--- config.mk ---
export PLATFORM = sky130hd
export DESIGN_NAME = ram_lsu_ctrl
export DESIGN_NICKNAME = d
export VERILOG_FILES = /design/src/rtl/ram_lsu_ctrl.sv
export SDC_FILE = /design/constraint.sdc
export NUM_CORES = 1
export LEC_CHECK = 0
export BUFFER_PORTS_ARGS = -buffer_cell sky130_fd_sc_hd__buf_2
export CAP_MARGIN = 15
export CORE_ASPECT_RATIO = 1.2
export CORE_MARGIN = 4
export CORE_UTILIZATION = 35
export CTS_CLUSTER_SIZE = 40
export DETAILED_ROUTE_END_ITERATION = 10
export PLACE_DENSITY_LB_ADDON = 0.25
export SLEW_MARGIN = 20
export SYNTH_ARGS = -nofsm -noshare
export SYNTH_HDL_FRONTEND = slang
export SYNTH_SLANG_ARGS = --single-unit
--- constraint.sdc ---
create_clock -name iLSU_CLK -period 2.5 [get_ports iLSU_CLK]
set_clock_uncertainty 0.15 [all_clocks]
set_input_delay 0.25 -clock iLSU_CLK [delete_from_list [all_inputs] [get_ports iLSU_CLK]]
set_output_delay 0.25 -clock iLSU_CLK [all_outputs]
set_load 0.005 [all_outputs]
--- src/rtl/ram_lsu_ctrl.sv ---
// ram_lsu_ctrl: byte-addressed load/store front end for a word-wide data RAM.
// Sub-word stores are done as read-modify-write since the RAM has no byte enables.
module ram_lsu_ctrl #(
    parameter int ADDR_W = 8
) (
    input  logic              iLSU_CLK,
    input  logic              iLSU_RST,
    input  logic              iREQ_VALID,
    output logic              oREQ_READY,
    input  logic              iREQ_WE,
    input  logic [1:0]        iREQ_SIZE,
    input  logic              iREQ_UNSIGNED,
    input  logic [ADDR_W+1:0] iREQ_ADDR,
    input  logic [31:0]       iREQ_WDATA,
    output logic              oRSP_VALID,
    input  logic              iRSP_READY,
    output logic [31:0]       oRSP_RDATA,
    output logic              oRSP_ERR,
    output logic              oRAM_CE,
    output logic              oRAM_RD,
    output logic              oRAM_WR,
    output logic [ADDR_W-1:0] oRAM_ADDR,
    output logic [31:0]       oRAM_DATA,
    input  logic [31:0]       iRAM_DATA
);

    localparam logic [1:0] S_IDLE  = 2'd0;
    localparam logic [1:0] S_READ  = 2'd1;
    localparam logic [1:0] S_WRITE = 2'd2;
    localparam logic [1:0] S_RESP  = 2'd3;

    logic [1:0]        state_q, state_d;
    logic              we_q, we_d;
    logic [1:0]        size_q, size_d;
    logic              uns_q, uns_d;
    logic [ADDR_W+1:0] addr_q, addr_d;
    logic [31:0]       wdata_q, wdata_d;
    logic [31:0]       rdata_q, rdata_d;
    logic              err_q, err_d;

    logic              req_bad;
    logic [4:0]        lane_sh;
    logic [31:0]       rd_sh;
    logic [31:0]       lane_mask;
    logic [31:0]       load_val;
    logic [31:0]       merged;

    // Reject reserved size and misaligned half/word accesses at accept time
    always_comb begin
        req_bad = 1'b0;
        unique case (iREQ_SIZE)
            2'b00: req_bad = 1'b0;
            2'b01: req_bad = iREQ_ADDR[0];
            2'b10: req_bad = |iREQ_ADDR[1:0];
            2'b11: req_bad = 1'b1;
        endcase
    end

    // Lane extraction and read-modify-write merge from the captured RAM word
    always_comb begin
        lane_sh   = {addr_q[1:0], 3'b000};
        rd_sh     = iRAM_DATA >> lane_sh;
        lane_mask = (size_q == 2'b00) ? 32'h0000_00FF : 32'h0000_FFFF;
        merged    = (iRAM_DATA & ~(lane_mask << lane_sh))
                  | ((wdata_q & lane_mask) << lane_sh);
        load_val  = iRAM_DATA;
        unique case (size_q)
            2'b00: load_val = uns_q ? {24'd0, rd_sh[7:0]}
                                    : {{24{rd_sh[7]}}, rd_sh[7:0]};
            2'b01: load_val = uns_q ? {16'd0, rd_sh[15:0]}
                                    : {{16{rd_sh[15]}}, rd_sh[15:0]};
            default: load_val = iRAM_DATA;
        endcase
    end

    // Next-state and latch update for the single in-flight request
    always_comb begin
        state_d = state_q;
        we_d    = we_q;
        size_d  = size_q;
        uns_d   = uns_q;
        addr_d  = addr_q;
        wdata_d = wdata_q;
        rdata_d = rdata_q;
        err_d   = err_q;
        unique case (state_q)
            S_IDLE: begin
                if (iREQ_VALID) begin
                    we_d    = iREQ_WE;
                    size_d  = iREQ_SIZE;
                    uns_d   = iREQ_UNSIGNED;
                    addr_d  = iREQ_ADDR;
                    wdata_d = iREQ_WDATA;
                    rdata_d = 32'd0;
                    err_d   = 1'b0;
                    if (req_bad) begin
                        err_d   = 1'b1;
                        state_d = S_RESP;
                    end else if (iREQ_WE && iREQ_SIZE == 2'b10) begin
                        state_d = S_WRITE;
                    end else begin
                        state_d = S_READ;
                    end
                end
            end
            S_READ: begin
                if (we_q) begin
                    wdata_d = merged;
                    state_d = S_WRITE;
                end else begin
                    rdata_d = load_val;
                    state_d = S_RESP;
                end
            end
            S_WRITE: state_d = S_RESP;
            S_RESP: begin
                if (iRSP_READY) begin
                    rdata_d = 32'd0;
                    err_d   = 1'b0;
                    state_d = S_IDLE;
                end
            end
        endcase
    end

    // State and request latches
    always_ff @(posedge iLSU_CLK or posedge iLSU_RST) begin
        if (iLSU_RST) begin
            state_q <= S_IDLE;
            we_q    <= 1'b0;
            size_q  <= 2'b00;
            uns_q   <= 1'b0;
            addr_q  <= '0;
            wdata_q <= 32'd0;
            rdata_q <= 32'd0;
            err_q   <= 1'b0;
        end else begin
            state_q <= state_d;
            we_q    <= we_d;
            size_q  <= size_d;
            uns_q   <= uns_d;
            addr_q  <= addr_d;
            wdata_q <= wdata_d;
            rdata_q <= rdata_d;
            err_q   <= err_d;
        end
    end

    assign oREQ_READY = (state_q == S_IDLE);
    assign oRSP_VALID = (state_q == S_RESP);
    assign oRSP_RDATA = rdata_q;
    assign oRSP_ERR   = err_q;
    assign oRAM_CE    = (state_q == S_READ) || (state_q == S_WRITE);
    assign oRAM_RD    = (state_q == S_READ);
    assign oRAM_WR    = (state_q == S_WRITE);
    assign oRAM_ADDR  = addr_q[ADDR_W+1:2];
    assign oRAM_DATA  = (state_q == S_WRITE) ? wdata_q : 32'd0;

endmodule

==> out/metrics.cfg <==
[synthesis]
syn_inst = 491
seq_area_frac_synth = 0.435
synth_ff_type = dfrtp_1
yosys.area_share.adder = 0.0134
synthesis.nets = 578
syn_area_mm2 = 0.00466
synth.most_common_cell = dfrtp_1
yosysWarnings = 0
muxShareOfSynthArea = 0.0626
synth_simple_gate_area_frac = 0.157
yosysUniqueCellTypes = 49
syn_avg_cell_area_um2 = 9.49
synth_xor_area_frac = 0.00188
ys_top_cells_by_count = dfrtp_1, nand2_1, o21ai_0
synth_top_family_by_area = compound AO/OA/AOI/OAI gates
synth-compound-area-share = 0.263
ys_ff_latch = 81
yosys-top-cells-area = dfrtp_1, o21ai_0, a221o_1, and2_1, nand2_1
synth_area_leader_cell = dfrtp_1
synth_edf_count = 0
async_reset_ff_frac = 1.00
synth.top_cell.area_share = 0.435

[placed_design]
dp_slack_ps = 280
port_buffers = 159
gp_congestion = 0.900
dp_hpwl_mm = 12.0

[status]
outcome = finished, final reports clean

[floorplan]
die_x_um = 113
io_pins = 160
dieArea_mm2 = 0.0152
start_util = 0.363
fp.dieH_um = 134
rows = 45
core_area_mm2 = 0.0128

[global_routing]
first_global_vias = 4666
antenna_found_initial = 0
grt_max_degree = 52
grt.overflow.total = 0
grt_usage = 0.208
grt_pass1_wl_mm = 24.9

[layout]
drive_above_1_share = 0.333
fillers = 1232
num_antenna_cells = 0
finish.utilization = 0.464
syn_to_final_growth_pct = 28.0
nets = 728

[sta]
period_needed_ps = 2240
fmax_ghz = 0.447
setup_viol = 0
rsz0062_at_grt = no
fin_setup_tns_ps = 0
finalMaxSlewViolations = 0
setup_slack_ps = 261
finalCritPeriodShare = 0.896
hold-worst-slack_ps = 8.67
tightest_slew_ps = 774
max_slew_margin = 0.484
hold_violations = 0

[pwr]
peakVddDrop_uv = 603
power.leakage_uw = 0.00289
power_density_mw_per_mm2 = 1330

[flow_run]
cap_violations = 0

[cts]
clock_tree.buffer_depth = 2
cts-root-buf = clkbuf_16
cts_setup_buffers = 0
clock_latency_ps = 340
path_clk_slew_ps = 60
tritoncts = built
clock-sinks = 81
numCtsBuffers = 9
htree_levels = 3

[worst_setup_path]
cp-start-kind = flip-flop
r2r_slack_ps = 260
cp.required_ps = 2620
arrival_ps = 2360
reg2reg_from = state_q[1]$_DFFE_PP0P_
crit_chain = inv_1 > ha_1 > nor2b_2 > nand3_1 > a2111oi_4 > buf_4 > a221o_1
end_kind = flip-flop
reg2reg_depth = 7
critPathCapture = oRSP_RDATA[27]$_DFFE_PP0P_
reg2reg_to = oRSP_RDATA[27]$_DFFE_PP0P_
slowest_delay_ps = 410
cpMaxStageDelayCell = dfrtp_1
path_class = flip-flop to flip-flop
critPathMaxFanout = 16
startpoint = state_q[1]$_DFFE_PP0P_

[routing]
antenna_left = 0
drt_iter0_markers = 340
wl_per_cell_um = 19.3
vias_per_cell = 5.55
num_vias = 4491
dr.pass1.iters = 5
drt-total-wl_mm = 15.6
drc_errors = 0

[min_path]
min_path_type = primary input to flip-flop

[how the worst min path moves through the flow]
stage / endpoint / startpoint / slack, ps / depth (start not counted)
6_report: addr_q[3]$_DFFE_PP0P_ / iREQ_ADDR[3] / 9 / 2
5_1_grt: wdata_q[1]$_DFFE_PP0P_ / iREQ_WDATA[1] / 0.8 / 2
4_1_cts: wdata_q[4]$_DFFE_PP0P_ / iREQ_WDATA[4] / 1 / 2
3_5_place_dp: oRSP_RDATA[18]$_DFFE_PP0P_ / iLSU_RST / 260 / 2
3_3_place_gp: oRSP_RDATA[19]$_DFFE_PP0P_ / iLSU_RST / 250 / 2
2_1_floorplan: wdata_q[0]$_DFFE_PP0P_ / iREQ_WDATA[0] / 250 / 1
[worst max-delay path, delay by kind of cell (launching register included)]
kind | cells | cell delay [ps]
flops | 1 | 410
simple gates | 2 | 510
buf+inv | 2 | 380
fa+ha+maj | 1 | 220
compound gates | 2 | 500
[registers in the layout, summed over array words and instances, names as in the netlist]
name and cells:
addr_q 10, wdata_q 32, uns_q 1, size_q 2, oRSP_ERR 1, we_q 1, state_q 2, oRSP_RDATA 32
[layout by cell type (no fill, tap or decap), drive strengths merged, types with 8 or more instances in the layout]
cell	count
o21ai	51
o22ai	8
buf	177
a211oi	17
a221o	22
a21oi	9
dlygate4sd3	12
nor3	18
a32o	8
nand2	47
a221oi	9
nor2	24
and2	34
mux2i	10
clkbuf	12
a22oi	16
mux2	15
dfrtp	81
inv	11
nand2b	12
[layout make-up]
| class | instances | area [um2] | share of cell area |
|---|---|---|---|
| Clock buffer | 12 | 256 | 0.0430 |
| Clock inverter | 3 | 40.0 | 0.00672 |
| Inverter | 13 | 50.0 | 0.00840 |
| Multi-Input combinational cell | 347 | 2320 | 0.389 |
| Sequential cell | 81 | 2030 | 0.340 |
| Tap cell | 164 | 205 | 0.0344 |
| Timing Repair Buffer | 189 | 1060 | 0.178 |
[per-layer routing]
metal	wire length [um]	track usage	vias up
met5	0	0	-
met4	419	0.0815	0
met3	1150	0.0510	25
met2	7590	0.340	195
met1	6450	0.265	2156
li1	-	-	2115
[what timing repair did]
| item | CTS | global route |
|---|---|---|
| hold buffers | 12 | 0 |
| endpoints found under the hold margin | 54 | 0 |
| gates resized for setup | 0 | 0 |
[report_power, final]
part / switching, uW / internal, uW
clock network: 506 / 819
registers: 438 / 1870
logic: 2480 / 1810
[logic make-up after synthesis]
family | Yosys count
buffers and inverters | 63
flip-flops | 81
adder cells (fa/ha/maj) | 5
XOR/XNOR | 1
AO/OA/AOI/OAI | 168
multiplexers | 26
AND/OR/NAND/NOR | 147
[through the flow]
step / cell area [um2] / power, uW / instances
4_1_cts: 5960 / 7940 / 809
2_1_floorplan: 4660 / 5240 / 491
3_5_place_dp: 5540 / 6590 / 782
6_report: 5960 / 7920 / 809
3_3_place_gp: 5540 / 6470 / 782
5_1_grt: 5960 / 8580 / 809
No activity file was read; power rests on OpenSTA's default activity.
